==> config.mk <==
export PLATFORM = sky130hd
export DESIGN_NAME = calc_sequencer
export DESIGN_NICKNAME = d
export VERILOG_FILES = /design/src/rtl/calc_sequencer.sv
export SDC_FILE = /design/constraint.sdc
export NUM_CORES = 1
export LEC_CHECK = 0
export BUFFER_PORTS_ARGS = -buffer_cell sky130_fd_sc_hd__buf_4
export CORE_MARGIN = 4
export CORE_UTILIZATION = 43
export DETAILED_ROUTE_END_ITERATION = 6
export MAX_ROUTING_LAYER = met4
export PLACE_DENSITY_LB_ADDON = 0.05
export SKIP_LAST_GASP = 1
export SLEW_MARGIN = 20
export SYNTH_ARGS = -nofsm -noshare
export SYNTH_HDL_FRONTEND = slang
export SYNTH_SLANG_ARGS = --single-unit
==> constraint.sdc <==
create_clock -name CLK100MHZ -period 2.62 [get_ports CLK100MHZ]
set_input_delay 0.393 -clock CLK100MHZ [delete_from_list [all_inputs] [get_ports CLK100MHZ]]
set_output_delay 0.393 -clock CLK100MHZ [all_outputs]
set_load 0.02 [all_outputs]
==> src/rtl/calc_sequencer.sv <==
// calc_sequencer: debounced button sequencer driving a start/done ALU.
// Optional CALC_CHAIN_EN: C in S_SHOW chains the previous result into A.
module calc_sequencer #(
    parameter int DEBOUNCE_CYCLES = 1000000,
    parameter int TIMEOUT_CYCLES  = 1024
) (
    input  logic        CLK100MHZ,
    input  logic        CPU_RESETN,
    input  logic [15:0] sw,
    input  logic        btnC,
    input  logic        btnL,
    input  logic        btnR,
    input  logic        btnD,
    input  logic        btnU,
    output logic [15:0] alu_a,
    output logic [15:0] alu_b,
    output logic [1:0]  alu_op,
    output logic        alu_start,
    input  logic        alu_done,
    input  logic [15:0] alu_result,
    input  logic        alu_err,
    output logic [15:0] LED,
    output logic        busy
);

    localparam int DBW = $clog2(DEBOUNCE_CYCLES + 1);
    localparam int TOW = $clog2(TIMEOUT_CYCLES + 1);
    localparam logic [DBW-1:0] DB_LAST = DBW'(DEBOUNCE_CYCLES - 1);
    localparam logic [TOW-1:0] TO_LAST = TOW'(TIMEOUT_CYCLES - 1);

    typedef enum logic [2:0] {
        S_A,
        S_B,
        S_OP,
        S_RUN,
        S_SHOW,
        S_ERR
    } state_t;

    state_t r_state, w_nxt_state;

    logic [4:0] w_btn;
    logic [4:0] r_sync1, r_sync2;
    logic [4:0] w_evt;

    assign w_btn = {btnC, btnL, btnR, btnD, btnU};

    always_ff @(posedge CLK100MHZ or negedge CPU_RESETN) begin
        if (!CPU_RESETN) begin
            r_sync1 <= '0;
            r_sync2 <= '0;
        end else begin
            r_sync1 <= w_btn;
            r_sync2 <= r_sync1;
        end
    end

    // Event fires on the debounced release (1->0) of each button
    for (genvar i = 0; i < 5; i++) begin : g_db
        logic [DBW-1:0] r_cnt;
        logic           r_deb;
        logic           r_evt;

        always_ff @(posedge CLK100MHZ or negedge CPU_RESETN) begin
            if (!CPU_RESETN) begin
                r_cnt <= '0;
                r_deb <= 1'b0;
                r_evt <= 1'b0;
            end else begin
                r_evt <= 1'b0;
                if (r_sync2[i] == r_deb) begin
                    r_cnt <= '0;
                end else if (r_cnt == DB_LAST) begin
                    r_cnt <= '0;
                    r_deb <= r_sync2[i];
                    r_evt <= r_deb;
                end else begin
                    r_cnt <= r_cnt + 1'b1;
                end
            end
        end

        assign w_evt[i] = r_evt;
    end

    logic       w_c_evt;
    logic       w_op_evt;
    logic [1:0] w_op_code;

    always_comb begin
        w_c_evt   = w_evt[4];
        w_op_evt  = 1'b0;
        w_op_code = 2'd0;
        if (!w_evt[4]) begin
            if (w_evt[3]) begin
                w_op_evt  = 1'b1;
                w_op_code = 2'd0;
            end else if (w_evt[2]) begin
                w_op_evt  = 1'b1;
                w_op_code = 2'd1;
            end else if (w_evt[1]) begin
                w_op_evt  = 1'b1;
                w_op_code = 2'd2;
            end else if (w_evt[0]) begin
                w_op_evt  = 1'b1;
                w_op_code = 2'd3;
            end
        end
    end

    logic [15:0]    r_led, r_alu_a, r_alu_b;
    logic [1:0]     r_alu_op;
    logic           r_alu_start;
    logic [TOW-1:0] r_to_cnt;
    logic [15:0]    w_nxt_led, w_nxt_a, w_nxt_b;
    logic [1:0]     w_nxt_op;
    logic           w_nxt_start;
    logic           w_launch;
`ifdef CALC_CHAIN_EN
    logic [15:0]    r_res, w_nxt_res;
`endif

    always_comb begin
        w_nxt_state = r_state;
        w_nxt_led   = r_led;
        w_nxt_a     = r_alu_a;
        w_nxt_b     = r_alu_b;
        w_nxt_op    = r_alu_op;
        w_nxt_start = 1'b0;
        w_launch    = 1'b0;
`ifdef CALC_CHAIN_EN
        w_nxt_res   = r_res;
`endif
        unique case (r_state)
            S_A: begin
                if (w_c_evt) begin
                    w_nxt_a     = sw;
                    w_nxt_led   = sw;
                    w_nxt_state = S_B;
                end
            end
            S_B: begin
                if (w_c_evt) begin
                    w_nxt_b     = sw;
                    w_nxt_led   = sw;
                    w_nxt_state = S_OP;
                end
            end
            S_OP: begin
                if (w_c_evt) begin
                    w_nxt_a     = sw;
                    w_nxt_led   = sw;
                    w_nxt_state = S_B;
                end else begin
                    w_launch = w_op_evt;
                end
            end
            S_RUN: begin
                // done is not valid during the start cycle itself
                if (!r_alu_start && alu_done) begin
                    if (alu_err) begin
                        w_nxt_led   = 16'hFFFF;
                        w_nxt_state = S_ERR;
                    end else begin
                        w_nxt_led   = alu_result;
`ifdef CALC_CHAIN_EN
                        w_nxt_res   = alu_result;
`endif
                        w_nxt_state = S_SHOW;
                    end
                end else if (r_to_cnt == TO_LAST) begin
                    w_nxt_led   = 16'hFFFF;
                    w_nxt_state = S_ERR;
                end
            end
            S_SHOW: begin
                if (w_c_evt) begin
`ifdef CALC_CHAIN_EN
                    w_nxt_a     = r_res;
                    w_nxt_b     = sw;
                    w_nxt_led   = sw;
                    w_nxt_state = S_OP;
`else
                    w_nxt_a     = sw;
                    w_nxt_led   = sw;
                    w_nxt_state = S_B;
`endif
                end else begin
                    w_launch = w_op_evt;
                end
            end
            S_ERR: begin
                if (w_c_evt) begin
                    w_nxt_a     = sw;
                    w_nxt_led   = sw;
                    w_nxt_state = S_B;
                end
            end
            default: w_nxt_state = S_A;
        endcase
        if (w_launch) begin
            w_nxt_op = w_op_code;
            if (w_op_code == 2'd3 && r_alu_b == 16'd0) begin
                w_nxt_led   = 16'hFFFF;
                w_nxt_state = S_ERR;
            end else begin
                w_nxt_start = 1'b1;
                w_nxt_state = S_RUN;
            end
        end
    end

    always_ff @(posedge CLK100MHZ or negedge CPU_RESETN) begin
        if (!CPU_RESETN) begin
            r_state <= S_A;
        end else begin
            r_state <= w_nxt_state;
        end
    end

    always_ff @(posedge CLK100MHZ or negedge CPU_RESETN) begin
        if (!CPU_RESETN) begin
            r_led       <= '0;
            r_alu_a     <= '0;
            r_alu_b     <= '0;
            r_alu_op    <= '0;
            r_alu_start <= 1'b0;
            r_to_cnt    <= '0;
`ifdef CALC_CHAIN_EN
            r_res       <= '0;
`endif
        end else begin
            r_led       <= w_nxt_led;
            r_alu_a     <= w_nxt_a;
            r_alu_b     <= w_nxt_b;
            r_alu_op    <= w_nxt_op;
            r_alu_start <= w_nxt_start;
            r_to_cnt    <= (r_state == S_RUN) ? r_to_cnt + 1'b1 : '0;
`ifdef CALC_CHAIN_EN
            r_res       <= w_nxt_res;
`endif
        end
    end

    assign alu_a     = r_alu_a;
    assign alu_b     = r_alu_b;
    assign alu_op    = r_alu_op;
    assign alu_start = r_alu_start;
    assign LED       = r_led;
    assign busy      = (r_state == S_RUN);

endmodule

==> results by group <==
Status
  • Outcome: complete, no violations

Final layout
  • Net count reported at finish: 969
  • Fraction of final layout cells sized beyond drive strength 1: 20.1%
  • Area occupied by registers: 4630 µm²
  • Fill cells: 1754
  • Final std cell area, no fill: 10400 µm²
  • Non-filler cells, final: 1200
  • Multi-input combinational cell area: 3930 µm²
  • Number of inserted diodes: 0
  • Layout overhead on the synthesized area: 19.3%

Clock tree
  • CTS tree: built
  • Hold buffers post-CTS: 1
  • Depth of the CTS H-tree: 4
  • TritonCTS buffer count: 17
  • Root buffer cell: sky130_fd_sc_hd__clkbuf_16
  • Clock edge transition at the registers on the reported setup and hold paths: 0.07 ns
  • Maximum root-to-sink buffer count: 2
  • Sinks on Clock Net: 185
  • Quantity of gates resized following cts: 0
  • Source-to-sink clock delay at the later pin of the worst-skew pair: 0.43 ns
  • Number of buffers inserted by post-CTS setup repair: 0

Timing
  • Highest attainable clock frequency: 0.446 GHz
  • Setup TNS: 0 ns
  • Unrepaired setup endpoints after global routing: false
  • Worst hold-check slack: 0.0650 ns
  • Final hold violations: 0
  • Final period utilization: 85.6%
  • Min Tclk post-route: 2.24 ns
  • Final clock skew: 0.0156 ns
  • Worst relative slew slack: 53.3%
  • Number of setup violations in the final report: 0
  • Max-slew violations: 0
  • Final worst setup slack: 0.376 ns
  • Slew at the pin closest to its max-slew limit: 0.698 ns

Die
  • DIE WIDTH: 150 µm
  • Number of I/O pins: 93
  • Initial Utilization: 44.3%
  • DIE AREA: 22600 µm²
  • Height of the die: 150 µm
  • Core box area: 19700 µm²
  • Cell Rows: 51

Place
  • Placer Congestion: 0.846
  • Cell count after placement: 1167
  • Detailed Place HPWL: 15600 µm
  • Area of placed instances: 9790 µm²
  • Port-buffer cells: 92
  • Pre-CTS setup slack: 0.478 ns

Setup path
  • Critical Path Source Type: flip-flop
  • Stage delay of the slowest cell on the critical path: 0.52 ns
  • Most frequent cell on the critical path: sky130_fd_sc_hd__inv_1
  • Family of cells with the greatest summed delay on the critical path: buffers and inverters
  • CP Cell Sequence: inv_1, nand3_1, inv_1, buf_4
  • WP data required: 2.23 ns
  • Slowest stage cell, crit path: sky130_fd_sc_hd__dfrtp_1
  • Path length in cells of the critical path: 4
  • Type of destination of the critical path: output port
  • R2R cell count: 5
  • Arrival time at the worst endpoint: 1.85 ns
  • Kind of critical path: flip-flop to output port
  • Largest fanout on the critical path: 12
  • Critical path buffers and inverters: 3

Power
  • Share of total power in sequential cells: 50.1%
  • Peak supply drop: 0.000421 V
  • Fraction of power spent switching nets: 24.0%
  • Leak pwr: 0.00436 µW
  • Share of power burned in the clock network: 45.3%
  • Logic pwr share: 4.6%
  • PwrDens: 561 nW/µm²
  • Internal Power: 4440 µW
  • Net switching power: 1400 µW

GRT
  • Initial antenna violation count: 0
  • Global-route wire length before repair: 35100 µm
  • Global route total overflow: 0
  • Number of global-route vias before repair: 6682
  • Global routing usage summed across all routing layers: 20.2%
  • Largest net degree at the start of global routing: 65

Yosys
  • Share of synthesized cell area in full adder, half adder and majority cells: 0.860%
  • Synthesized instance count: 828
  • Combinational family with the most area after synthesis: simple AND/OR/NAND/NOR gates
  • Share of cell area taken by muxes after synthesis: 4.89%
  • Async set-reset flop share out of synthesis: 100%
  • Portion of the post-synthesis area used by sequential elements: 53.1%
  • Simple-Gate Fraction of Synth Area: 22.3%
  • Number of flops mapped to enable cells by yosys: 0
  • Count of distinct cell types in the synthesized netlist: 52
  • Syn Area/Cell: 10.5 µm²
  • Complex-gate fraction of the synthesized area: 9.32%
  • Xor/xnor cell area share of the yosys netlist: 7.33%
  • Top_reg_cell synth: sky130_fd_sc_hd__dfrtp_1
  • Net Count, Synth: 875
  • Post-synthesis register bit count: 185
  • Total standard cell area after synthesis: 8730 µm²
  • Warnings, synthesis: 0

Min path
  • Min-Delay Path Depth: 1
  • Worst hold path type: input port to flip-flop

Drt
  • Via count: 6733
  • Drt drc: 0
  • First-pass DRT Iterations: 5
  • Residual antenna-violating net count after detailed routing: 0
  • Drt total wl: 21400 µm
  • Via/cell ratio: 5.61
  • DRC marker count from the first detailed-route iteration: 399
  • Average detailed-routed wire length per instance: 17.8 µm

Flow run
  • Number of maximum-capacitance constraint violations: 0
==> power groups by stage <==
stage	registers (µW)	logic (µW)	clock network [µW]
3_5_place_dp	2980	272	0
4_1_cts	2930	275	2720
6_report	2930	267	2650
2_1_floorplan	2990	74.2	0
3_3_place_gp	2980	269	0
5_1_grt	2930	299	2840
==> placed cells by master, fill, tap and decap left out, types with 19 or more instances in the layout <==
| cell type | instances |
|---|---|
| sky130_fd_sc_hd__xor2_1 | 42 |
| sky130_fd_sc_hd__nand3_1 | 61 |
| sky130_fd_sc_hd__o31ai_1 | 19 |
| sky130_fd_sc_hd__buf_4 | 105 |
| sky130_fd_sc_hd__nor2_1 | 79 |
| sky130_fd_sc_hd__nor4_1 | 19 |
| sky130_fd_sc_hd__dfrtp_1 | 185 |
| sky130_fd_sc_hd__nand2_1 | 39 |
| sky130_fd_sc_hd__nand4_1 | 27 |
| sky130_fd_sc_hd__xnor2_1 | 31 |
| sky130_fd_sc_hd__mux2_2 | 34 |
| sky130_fd_sc_hd__or4_1 | 21 |
| sky130_fd_sc_hd__a21oi_1 | 36 |
==> worst register-to-register path: cells and delay by family, from the launching register on <==
kind	cells	cell delay, ns
AOI/OAI and AO/OA	1	0.15
adders and majority gates	1	0.23
DFF	1	0.40
and+or+nand+nor	3	1.30
==> layout make-up <==
| type | count | share of cell area, % |
|---|---|---|
| sequential | 185 | 44.5 |
| multi-input combinational | 592 | 37.7 |
| timing repair buffer | 109 | 8.16 |
| clock buffer | 17 | 4.09 |
| tap | 265 | 3.19 |
| clock inverter | 15 | 1.77 |
| inverter | 17 | 0.613 |
==> stage by stage <==
stage | utilization (%) | power, µW
global placement | 49.6 | 3250
finish | 52.8 | 5840
global route | 52.8 | 6070
floorplan | - | 3060
CTS | 52.8 | 5920
detailed placement | 49.6 | 3250
==> per-layer routing <==
layer / track usage, % / wire, µm
met5: - / 0
met4: 4.71 / 199
met3: 3.97 / 1030
met2: 32.0 / 10300
met1: 27.2 / 9820
==> state kept, by name (all words and copies together), names as in the netlist <==
signal,count
LED,16
alu_a,16
alu_b,16
alu_op,2
alu_start,1
g_db.r_cnt,100
g_db.r_deb,5
g_db.r_evt,5
r_state,3
r_sync1,5
r_sync2,5
r_to_cnt,11
==> logic make-up (layout without fill, tap and decap cells) <==
logic type               after synthesis  count (layout)
flip-flops                           185             185
multiplexers                          38              38
adder cells (fa/ha/maj)                6               6
AND/OR/NAND/NOR                      357             357
buffers and inverters                 51             158
XOR/XNOR                              73              73
AO/OA/AOI/OAI                        118             118
==> synth_stat cells, drive strengths merged, types with 17 or more instances <==
| library cell | number | area share [%] |
|---|---|---|
| a21oi | 36 | 2.1 |
| nor2 | 79 | 3.4 |
| xor2 | 42 | 4.2 |
| xnor2 | 31 | 3.1 |
| mux2 | 37 | 4.8 |
| o21ai | 17 | 0.98 |
| nand2b | 18 | 1.3 |
| inv | 17 | 0.73 |
| and3 | 17 | 1.2 |
| nor4 | 20 | 1.5 |
| nor3 | 18 | 1.0 |
| nand3 | 61 | 3.5 |
| nand4 | 27 | 1.9 |
| dfrtp | 185 | 53 |
| clkbuf | 29 | 1.2 |
| nand2 | 40 | 1.7 |
| o31ai | 23 | 2.2 |
| or4 | 23 | 2.1 |
==> path summary, 6_finish.rpt <==
check / from / to / slack, ns
worst max-delay path: r_state[2] / busy / 0.38
worst min-delay path: btnU / r_sync1[0] / 0.06
worst max register to register: g_db[0].r_cnt[0] / g_db[0].r_cnt[18] / 0.48
worst min register to register: r_sync1[0] / r_sync2[0] / 0.35
max in group asynchronous: CPU_RESETN / LED[4] / 1.35
min in group asynchronous: CPU_RESETN / LED[9] / 0.53
(Power assumes the default switching activity.)
